===== src/rtl/enemy_pkg.sv =====
// enemy_pkg: shared screen geometry, sprite defaults and colours for the enemy datapath
package enemy_pkg;
  localparam int SCREEN_W = 160;
  localparam int SCREEN_H = 120;
  localparam int SPRITE_W_DEF = 4;
  localparam int SPRITE_H_DEF = 4;
  localparam int STEP_Y_DEF = 4;
  localparam int DELAY_CYCLES_DEF = 833333;
  localparam logic [2:0] COL_BLACK = 3'b000;
  localparam logic [2:0] COL_ENEMY = 3'b100;
endpackage


===== src/rtl/datapath_enemy_frame_delay.sv =====
// frame_delay: move-step delay counter, strobes hold once every DELAY_CYCLES enabled cycles
// ports: clk, reset (async, active-high), reset_C (active-low sync clear),
//        en_de (count enable), hold (interval elapsed this cycle)
module frame_delay #(
  parameter int DELAY_CYCLES = 833333
) (
  input  logic clk,
  input  logic reset,
  input  logic reset_C,
  input  logic en_de,
  output logic hold
);
  logic [19:0] del_cnt;
  assign hold = reset_C && en_de && (del_cnt == 20'(DELAY_CYCLES - 1));
  always_ff @(posedge clk or posedge reset)
    if (reset) del_cnt <= '0;
    else if (!reset_C) del_cnt <= '0;
    else if (en_de) del_cnt <= hold ? '0 : del_cnt + 20'd1;
endmodule


===== src/rtl/datapath_enemy.sv =====
// datapath_enemy: enemy sprite position, bounce motion, pixel emission and move-step delay
// ports: clk, reset (async, active-high); from control FSM: reset_C, en_de, en_XY, plot, erase;
//        to control FSM: done (last pixel now), hold (delay elapsed now);
//        to VGA: x_out, y_out, colour_out, writeEn
module datapath_enemy
  import enemy_pkg::*;
#(
  parameter int SPRITE_W = SPRITE_W_DEF,
  parameter int SPRITE_H = SPRITE_H_DEF,
  parameter int DELAY_CYCLES = DELAY_CYCLES_DEF,
  parameter int INIT_X = 0,
  parameter int INIT_Y = 0,
  parameter int STEP_Y = STEP_Y_DEF,
  parameter logic [2:0] ENEMY_COLOUR = COL_ENEMY
) (
  input  logic       clk,
  input  logic       reset,
  input  logic       reset_C,
  input  logic       en_de,
  input  logic       en_XY,
  input  logic       plot,
  input  logic       erase,
  output logic       done,
  output logic       hold,
  output logic [7:0] x_out,
  output logic [6:0] y_out,
  output logic [2:0] colour_out,
  output logic       writeEn
);
  localparam int PIX_N = SPRITE_W * SPRITE_H;
  localparam int PW = PIX_N > 1 ? $clog2(PIX_N) : 1;
  localparam int X_MAX = SCREEN_W - SPRITE_W;
  localparam int Y_MAX = SCREEN_H - SPRITE_H;
  logic [7:0] x;
  logic [6:0] y;
  logic dir;
  logic [PW-1:0] pix_cnt;
  logic [7:0] y_sum;
  logic [6:0] y_adv;
  assign y_sum = {1'b0, y} + 8'(STEP_Y);
  assign y_adv = (y_sum <= 8'(Y_MAX)) ? y_sum[6:0] : '0;
  assign done = plot && (pix_cnt == PW'(PIX_N - 1));
  assign x_out = 8'(32'(x) + 32'(pix_cnt) % SPRITE_W);
  assign y_out = 7'(32'(y) + 32'(pix_cnt) / SPRITE_W);
  assign writeEn = plot;
  assign colour_out = erase ? COL_BLACK : ENEMY_COLOUR;
  always_ff @(posedge clk or posedge reset)
    if (reset) begin
      x <= 8'(INIT_X);
      y <= 7'(INIT_Y);
      dir <= 1'b1;
      pix_cnt <= '0;
    end else begin
      pix_cnt <= (plot && !done) ? pix_cnt + PW'(1) : '0;
      if (en_XY) begin
        if (dir) begin
          if (x < 8'(X_MAX)) x <= x + 8'd1;
          else begin
            dir <= 1'b0;
            y <= y_adv;
          end
        end else begin
          if (x > 8'd0) x <= x - 8'd1;
          else begin
            dir <= 1'b1;
            y <= y_adv;
          end
        end
      end
    end
  frame_delay #(.DELAY_CYCLES(DELAY_CYCLES)) u_delay (
    .clk(clk),
    .reset(reset),
    .reset_C(reset_C),
    .en_de(en_de),
    .hold(hold)
  );
endmodule

===== config.mk =====
export PLATFORM = sky130hd
export DESIGN_NAME = datapath_enemy
export DESIGN_NICKNAME = d
export VERILOG_FILES = /design/src/rtl/enemy_pkg.sv /design/src/rtl/datapath_enemy_frame_delay.sv /design/src/rtl/datapath_enemy.sv
export SDC_FILE = /design/constraint.sdc
export NUM_CORES = 1
export LEC_CHECK = 0
export CAP_MARGIN = 20
export CELL_PAD_IN_SITES_DETAIL_PLACEMENT = 0
export CELL_PAD_IN_SITES_GLOBAL_PLACEMENT = 1
export CORE_ASPECT_RATIO = 0.6
export CORE_MARGIN = 2
export CORE_UTILIZATION = 47
export DETAILED_ROUTE_END_ITERATION = 8
export GPL_TIMING_DRIVEN = 1
export PLACE_DENSITY = 0.82
export RECOVER_POWER = 50
export SLEW_MARGIN = 20
export SYNTH_ARGS = -nofsm -noshare
export SYNTH_HDL_FRONTEND = slang
export SYNTH_SLANG_ARGS = --single-unit

===== constraint.sdc =====
create_clock -name clk -period 6.8 [get_ports clk]
set_clock_uncertainty 0.15 [all_clocks]
set_input_delay 0.68 -clock clk [delete_from_list [all_inputs] [get_ports clk]]
set_output_delay 0.68 -clock clk [all_outputs]
set_load 0.01 [all_outputs]

Yosys cells after proc, flatten, opt, wreduce, memory -nomap -nowiden

Cells that the tools add are included.

Order comparisons: 3
$add $sub $neg: 7
Reductions and logical operators: 8
Equality and inequality tests: 6
Multiplexer cells: 15

Operators by type and width:

| kind                                                                   | number |
|---|---|
| 20-bit two-way mux                                                     | 3 |
| 7-bit two-way mux                                                      | 4 |
| 8-bit two-way mux                                                      | 3 |
| 20-bit by 1-bit adder with 20-bit output (second input constant)       | 1 |
| 20-bit == test (second input constant)                                 | 1 |
| 7-bit by 3-bit adder with 8-bit output (second input constant)         | 1 |
| 8-bit by 1-bit adder with 8-bit output (second input constant)         | 1 |
| 8-bit by 2-bit adder with 8-bit output                                 | 1 |
| 8-bit by 1-bit > comparator with 1-bit output (second input constant)  | 1 |
| 8-bit by 7-bit <= comparator with 1-bit output (second input constant) | 1 |
| 8-bit less-than comparator (second input constant)                     | 1 |
| 8-bit by 1-bit subtractor with 8-bit output (second input constant)    | 1 |
| 7-bit by 2-bit adder with 7-bit output                                 | 1 |
| 3-bit AND reduction                                                    | 2 |
| 4-bit by 1-bit adder with 4-bit output (second input constant)         | 1 |
| 4-bit == test (second input constant)                                  | 1 |
| 1-bit logical AND                                                      | 4 |
| 4-bit two-way mux                                                      | 1 |
| 2-bit by 1-bit != test with 1-bit output (second input constant)       | 2 |
| 2-bit != test (second input constant)                                  | 2 |
| 1-bit two-way mux                                                      | 3 |
| 3-bit two-way mux                                                      | 1 |
| 2-bit nonzero test                                                     | 1 |
| 1-bit logical NOT                                                      | 1 |

Logic and storage cells: 44
Output and inout port bits: 21
Input port bits: 7
Bits in registers: 40

Depth between registers and ports, before layout

Gate-level depths: netlist (run 1).

Depth after elaboration: 5
Gate-level depth with buffers: 9
Depth with buffers taken out: 7

Hierarchy

A second synthesis (run 1) with hierarchy kept.

Cell total of the unflattened synthesis: 274
Area total of the unflattened synthesis: 2512.4 um^2

By module, submodules not included:

| module         | area an instance (um^2) | sequential area each (um^2) | times used | cells each |
|---|---|---|---|---|
| datapath_enemy | 1348.8                  | 451.7                       | 1          | 136 |
| frame_delay    | 1163.6                  | 500.5                       | 1          | 138 |

Worst setup path before layout (run 1)

No wires, ideal clock.

Kind: register to output
From: reg u_delay.del_cnt[6]
To: out hold
Cell stages (with the launch flop): 6
Arrival time: 1.617 ns
Path buffers: 1
Path slack: 4.353 ns
Data required time: 5.970 ns
Cells stage by stage: dfrtp_1 buf_6 or4b_1 nor4_2 nand2_1 nor2_1

Word-level cells in the longest chain between the ends: 2

Ends and longest elaborated chain:

| item                     | RTL line                         | RTL |
|---|---|---|
| start: declaration       | datapath_enemy_frame_delay.sv:13 | `logic [19:0] del_cnt;` |
| start signal: assignment | datapath_enemy_frame_delay.sv:18 | `else if (en_de) del_cnt <= hold ? '0 : del_cnt + 20'd1;` |
| 20-bit == test           | datapath_enemy_frame_delay.sv:14 | `assign hold = reset_C && en_de && (del_cnt == 20'(DELAY_CYCLES - 1));` |
| 1-bit logical AND        | datapath_enemy_frame_delay.sv:14 |  |
| end: declaration         | datapath_enemy.sv:24             | `output logic hold,` |

No other way between the ends.

Worst setup path after layout (run 1)

Same ends and word-level chain as after synthesis.

==> results of run 1 <==
final timing paths:
path,from,end,slack [ns]
setup / recovery,u_delay.del_cnt[6],hold,3.52
setup reg to reg,dir,x[7],4.13
hold / removal,u_delay.del_cnt[19],u_delay.del_cnt[19],0.35
max in group asynchronous,reset,u_delay.del_cnt[11],3.87
hold reg to reg,u_delay.del_cnt[19],u_delay.del_cnt[19],0.35
min in group asynchronous,reset,x[5],1.44
worst register-to-register path: stages (launching register included):
cell and delay (ns):
dfstp_2 0.58, inv_1 0.17, ha_1 0.38, nand2_1 0.07, o311ai_0 0.72, o31ai_1 0.17, mux2i_1 0.22, xnor2_1 0.13
cells by family after synthesis:
| group | synth area share [%] |
|---|---|
| flip-flops | 38.1 |
| multiplexers | 5.56 |
| adder cells (fa/ha/maj) | 8.52 |
| buffers and inverters | 5.46 |
| AO/OA/AOI/OAI | 16.2 |
| other | 0.150 |
| XOR/XNOR | 5.26 |
| AND/OR/NAND/NOR | 20.7 |
stage by stage:
step	total power, mW	worst slack (ns)	std cells	area [um^2]	utilization [%]
finish	0.936	3.52	357	2850	56.0
global route	1.01	3.30	357	2850	56.0
CTS	0.947	3.50	357	2850	56.1
detailed placement	0.781	3.83	349	2760	54.3
global placement	0.777	3.86	349	2760	54.3
floorplan	0.636	4.35	269	2500	-
state kept, by name, summed over array words and instances (netlist names):
name / flops
y: 5
pix_cnt: 4
x: 8
u_delay.del_cnt: 20
dir: 1
area by class of cell:
type	instances	area share, %
clock buffer	7	3.03
clock inverter	1	0.176
inverter	12	1.58
multi-input combinational	206	49.6
sequential	38	33.5
tap	66	2.90
timing repair buffer	27	9.19
power by group through the flow:
stage	logic [mW]	clock network (mW)	registers, mW
after floorplan	0.310	0	0.325
after global placement	0.437	0	0.340
after detailed placement	0.440	0	0.341
after CTS	0.443	0.166	0.338
after global routing	0.491	0.174	0.348
final	0.438	0.160	0.338
per-layer routing:
| layer | vias to the layer above | wire, um | track usage (%) | share of wire (%) |
|---|---|---|---|---|
| met5 | - | 0 | 0 | 0 |
| met2 | 50 | 1860 | 24.9 | 36 |
| met1 | 944 | 2980 | 31.6 | 58 |
| met3 | 2 | 260 | 4.15 | 5.1 |
| li1 | 1012 | - | - | - |
| met4 | 0 | 22 | 3.57 | 0.43 |
cell usage in the layout (no fill, tap or decap), types with 2 or more instances in the layout:
master	Yosys	routed
clkbuf_1	3	2
a41oi_1	3	3
xnor2_1	12	12
mux2i_1	6	6
dfrtp_1	37	37
a21oi_1	12	12
and3_1	7	7
o21ai_0	9	9
mux2_2	7	7
nor3_1	2	2
dlygate4sd3_1	0	6
nand2b_1	3	3
or2b_1	3	3
nor4_1	5	5
fa_1	2	2
nor2b_1	4	4
inv_1	12	12
ha_1	13	13
nor2_1	14	14
nand3_1	19	19
clkbuf_8	0	6
nand4_1	5	5
nand2_1	28	28
a31oi_1	12	12
a21oi_2	4	4
conb_1	1	2
o31ai_1	2	2
nand4b_1	2	2
xor2_1	3	3
a21o_1	6	6
o22ai_1	2	2
and2_1	3	3
clkdlybuf4s50_1	0	19
synth_stat cells, drive strengths merged:
master,count
a22o,1
inv,12
or2b,3
xnor2,12
fa,2
or4b,1
nand4,5
and2,3
o31ai,2
o31a,1
conb,1
ha,13
nor4,6
nand2,28
or3,1
maj3,1
a31oi,12
dfrtp,37
nor2,14
nand3,19
o211ai,2
o2bb2ai,1
o21ai,9
nor2b,4
or3b,1
nand3b,1
xor2,3
clkbuf,3
o21a,1
dfstp,1
mux2i,6
and3,7
o22ai,3
o311ai,2
a41oi,3
a211oi,1
buf,10
nand4b,2
a21o,6
a21oi,16
nor3,2
nand2b,3
mux2,7
==> impl_metrics.py, run 1 <==
metrics = {
    "grt": {
        "grt_overflow": 0,
        "grt_max_degree": 39,
        "first_global_vias": 1761,
        "grt_antenna_before_repair": 0,
        "grt_pass1_wl_um": 8890,
        "grt_usage_pct": 19.1,
    },
    "timing": {
        "setup_viol": 0,
        "fin_crit_ns": 3.28,
        "slew_headroom_pct": -39.3,
        "final-max-slew-violation-count": 39,
        "rsz0062_at_grt": "false",
        "holdWs_ns": 0.349,
        "fin_setup_tns_ns": 0,
        "hold_viol_final": 0,
        "fmax_mhz": 305,
        "fin_crit_sh_pct": 48.2,
        "worstMarginPinSlew_ns": 2.09,
    },
    "layout": {
        "drive_gt1_share_pct": 8.25,
        "multi_input_area_um2": 1410,
        "area_growth_pct": 13.9,
        "n_antenna_cell": 0,
        "nFillCells": 478,
        "finalNetCount": 312,
        "seq_area_um2": 952,
    },
    "setup_path": {
        "path_depth": 5,
        "cp.arrival_ns": 2.45,
        "critical_path.max_stage_delay_ns": 0.59,
        "critical_path.max_fanout": 9,
        "crit_type": "reg -> out",
        "worstPathRequired_ns": 5.97,
        "cpLargestDelayFamily": "simple AND/OR/NAND/NOR gates",
        "r2r_cells": 7,
        "slowest_stage": "or4b_1",
        "path_cells": "or4b_1 > nor4_2 > nand2_1 > nor2_1 > clkdlybuf4s50_1",
        "start_kind": "flip-flop",
        "worstSetupEndpointType": "output pin",
        "cp_num_buf_inv": 1,
    },
    "detailed_routing": {
        "dr.pass1.iters": 4,
        "drc": 0,
        "wl_per_cell_um": 14.4,
        "drtAntennaViolNets": 0,
        "routed_wirelength_um": 5120,
        "drt_iter0_markers": 122,
        "vias_per_cell": 5.62,
        "dr_total_vias": 2008,
    },
    "run_status": {
        "violations": "capacitance limit, slew limit",
        "status": "finished with violations",
    },
    "pwr": {
        "seqPwrFrac_pct": 36.1,
        "combPwrFrac_pct": 46.7,
        "p_int_uw": 589,
        "swShare_pct": 37.0,
        "p_clk_share_pct": 17.1,
        "power.density_nw_per_um2": 329,
        "switching_power_uw": 347,
        "power_leakage_nw": 1.17,
        "ir_worst_vdd_uv": 238,
    },
    "synth": {
        "synth_top_area_share_pct": 37.1,
        "synthCells": 268,
        "synth_area_leaders": "dfrtp_1 37%, ha_1 6.5%, nand2_1 4.2%",
        "seq_area_frac_synth_pct": 38.1,
        "yosys_warnings": 0,
        "ys_types": 51,
        "synth_seq_cells": 38,
        "synth_top_cell_by_area": "dfrtp_1",
        "synth_area_um2": 2500,
        "syn_area_per_cell_um2": 9.32,
    },
    "clock_network": {
        "cts_hold_buf": 0,
        "cts_sinks": 38,
        "clk_latency_ns": 0.28,
        "clk_pin_slew_ns": 0.08,
        "cts_made_buffers": 5,
        "cts_tree": "done",
        "post_cts_buffers": 0,
        "clock_path_buffers": 2,
        "ctsResizeCount": 0,
        "htreeDepth": 2,
        "cts_root_buf": "clkbuf_8",
    },
    "job": {
        "max-cap-violations": 1,
    },
    "floorplan": {
        "ios": 28,
        "die_w_um": 98.1,
        "coreArea_um2": 5080,
        "initial_utilization_pct": 49.2,
        "dieArea_um2": 5930,
        "num_rows": 20,
        "die_h_um": 60.5,
    },
    "placement": {
        "dp_hpwl_um": 3770,
        "port-buffer-count": 25,
        "gp_congestion": 0.765,
    },
    "hold_path": {
        "hold-path-cell-count": 1,
        "worst_hold_path_type": "reg -> reg",
    },
}
Power figures use the tool's default switching activity.
==> run 2, diff against run 1 <==
--- a/config.mk
+++ b/config.mk
@@ -10,10 +10,10 @@
 export CELL_PAD_IN_SITES_GLOBAL_PLACEMENT = 1
 export CORE_ASPECT_RATIO = 0.6
 export CORE_MARGIN = 2
-export CORE_UTILIZATION = 47
+export CORE_UTILIZATION = 39
 export DETAILED_ROUTE_END_ITERATION = 8
 export GPL_TIMING_DRIVEN = 1
-export PLACE_DENSITY = 0.82
+export PLACE_DENSITY = 0.73
 export RECOVER_POWER = 50
 export SLEW_MARGIN = 20
 export SYNTH_ARGS = -nofsm -noshare
==> constraint.sdc (replaced) <==
create_clock -name clk -period 2.75 [get_ports clk]
set_clock_uncertainty 0.15 [all_clocks]
set_input_delay 0.275 -clock clk [delete_from_list [all_inputs] [get_ports clk]]
set_output_delay 0.275 -clock clk [all_outputs]
set_load 0.01 [all_outputs]
==> run 2 against run 1 <==
  * The flow now finishes without violations
  * Combinational power rose to 2.5 times the previous value
  * Register-to-register slack worse by 3.9 ns
  * Hold slack worse by 0.0074 ns
  * Worst setup slack worse by 3.4 ns
  * Global-route usage down 2.9 points
  * Sequential cell count unchanged
  * Power rose to 2.5 times the previous value
  * Clock power rose to 2.5 times the previous value
==> impl_metrics.py, run 2 (synthesized netlist as in run 1, its figures left out) <==
metrics = {
    "run_status": {
        "status": "complete, no violations",
    },
    "pwr": {
        "p_int_mw": 1.49,
        "fin_total_pwr_mw": 2.34,
        "swShare_pct": 36.6,
        "combPwrFrac_pct": 47.2,
        "ir_worst_vdd_uv": 543,
        "power.density_nw_per_um2": 790,
        "power_leakage_nw": 1.25,
        "seqPwrFrac_pct": 35.7,
        "p_clk_share_pct": 17.1,
        "switching_power_uw": 858,
    },
    "placement": {
        "gp_congestion": 0.854,
        "dp_hpwl_um": 4010,
        "port-buffer-count": 25,
        "post-place-cells": 375,
        "place_area_um2": 2850,
    },
    "layout": {
        "n_antenna_cell": 0,
        "finalNetCount": 321,
        "area_growth_pct": 18.8,
        "final-instance-count-excl-fill": 384,
        "final_cell_mix": "34 x dfrtp_1, 28 x nand2_1, 19 x nand3_1, 19 x clkdlybuf4s50_1, 14 x nor2_1",
        "design_area_um2": 2970,
        "final_common_cell": "dfrtp_1",
        "max_flop_register": "u_delay.del_cnt",
        "reg_top3": "u_delay.del_cnt (20), x (8), y (5)",
        "drive_gt1_share_pct": 12.7,
        "largest_reg_flops": 20,
    },
    "floorplan": {
        "dieArea_um2": 7080,
        "num_rows": 22,
        "die_h_um": 66.0,
        "initial_utilization_pct": 40.7,
        "coreArea_um2": 6140,
        "ios": 28,
        "die_w_um": 107,
    },
    "grt": {
        "grt_usage_pct": 16.2,
        "grt_pass1_wl_um": 8890,
        "first_global_vias": 1761,
        "grt_overflow": 0,
        "grt_max_degree": 39,
        "grt_antenna_before_repair": 0,
    },
    "timing": {
        "rsz0062_at_grt": "false",
        "setup_viol": 0,
        "fin_setup_tns_ns": 0,
        "fin_crit_sh_pct": 95.3,
        "slew_headroom_pct": 36.6,
        "hold_viol_final": 0,
        "final-max-slew-violation-count": 0,
        "fin_crit_ns": 2.62,
        "fmax_mhz": 381,
        "worstMarginPinSlew_ns": 0.952,
    },
    "setup_path": {
        "worstSetupEndpointType": "output pin",
        "worstPathRequired_ns": 2.33,
        "timing.rr.start": "dir",
        "cpLargestDelayFamily": "adder cells",
        "cp.arrival_ns": 2.20,
        "r2r_setup_slack_ns": 0.22,
        "critical_path.max_stage_delay_ns": 0.56,
        "critical_path.max_fanout": 6,
        "path_cells": "ha_1 > fa_2 > nand3_1 > xnor2_1 > clkdlybuf4s50_1",
        "start_kind": "flip-flop",
        "crit_start": "x[0]",
        "slowest_stage": "clkdlybuf4s50_1",
        "cp_num_buf_inv": 1,
        "r2r_end": "x[7]",
        "r2r_cells": 8,
        "crit_type": "reg -> out",
    },
    "hold_path": {
        "hold-path-cell-count": 1,
        "worst_hold_path_type": "reg -> reg",
        "min_from": "u_delay.del_cnt[5]",
        "holdPathEnd": "u_delay.del_cnt[5]",
    },
    "job": {
        "max-cap-violations": 0,
    },
    "clock_network": {
        "cts_hold_buf": 0,
        "clock_path_buffers": 2,
        "htreeDepth": 2,
        "cts_root_buf": "clkbuf_8",
        "cts_made_buffers": 5,
        "cts_tree": "done",
        "clk_latency_ns": 0.29,
        "clk_pin_slew_ns": 0.08,
        "cts_sinks": 38,
    },
    "detailed_routing": {
        "drc": 0,
        "dr_total_vias": 2022,
        "wl_per_cell_um": 14.1,
        "drt_iter0_markers": 111,
        "routed_wirelength_um": 5430,
        "drtAntennaViolNets": 0,
        "vias_per_cell": 5.27,
        "dr.pass1.iters": 4,
    },
}
run 2: per-stage QoR:
step / setup slack [ns] / hold WS [ns] / utilization, %
after floorplan: 0.514 / 0.233 / -
after global placement: 0.253 / 0.329 / 46.5
after detailed placement: 0.214 / 0.324 / 46.5
after CTS: 0.00285 / 0.281 / 48.1
after global routing: 0.0572 / 0.368 / 48.3
final: 0.129 / 0.341 / 48.3
run 2: routing by layer:
layer / share of wire, % / vias up / global-route usage, %
met5: 0 / - / 0
met1: 59 / 945 / 26.6
li1: - / 1031 / -
met4: 0.81 / 0 / 3.41
met3: 4.4 / 4 / 3.55
met2: 36 / 42 / 20.7
run 2: power groups by stage:
stage                     combinational, mW  sequential (mW)  clock (mW)
final                                  1.11            0.837       0.401
after floorplan                       0.768            0.804           0
after detailed placement               1.10            0.846           0
after global placement                 1.11            0.844           0
after global routing                   1.23            0.862       0.438
after CTS                              1.12            0.836       0.411
run 2: final cells by class:
| class | instances | area, um^2 |
|---|---|---|
| clock inverters | 1 | 5.00 |
| repair buffers | 36 | 345 |
| clock buffers | 7 | 86.3 |
| fillers | 583 | 3170 |
| inverters | 12 | 45.0 |
| flip-flops and latches | 38 | 956 |
| well taps | 84 | 105 |
| multi-input cells | 206 | 1420 |
run 2: how the worst max path moves through the flow:
| stage | to | slack (ns) | depth (start not counted) |
|---|---|---|---|
| floorplan | x[7] | 0.51 | 7 |
| global placement | hold | 0.25 | 5 |
| detailed placement | hold | 0.21 | 5 |
| CTS | hold | 0.003 | 5 |
| global route | x_out[4] | 0.06 | 5 |
| finish | x_out[4] | 0.13 | 5 |
run 2: worst register-to-register path, stage by stage, from the launching register on:
cell	delay, ns
dfstp_2	0.58
inv_1	0.13
ha_1	0.31
a211oi_1	0.25
o311ai_0	0.19
buf_4	0.18
o31ai_1	0.28
mux2i_1	0.26
xnor2_1	0.13
run 2: repair_timing:
action                                  CTS  global route
endpoints found under the setup margin    1             3
resized for setup                         2             4
setup buffers                             0             1
pin swaps                                 1             1
cloned                                    0             0
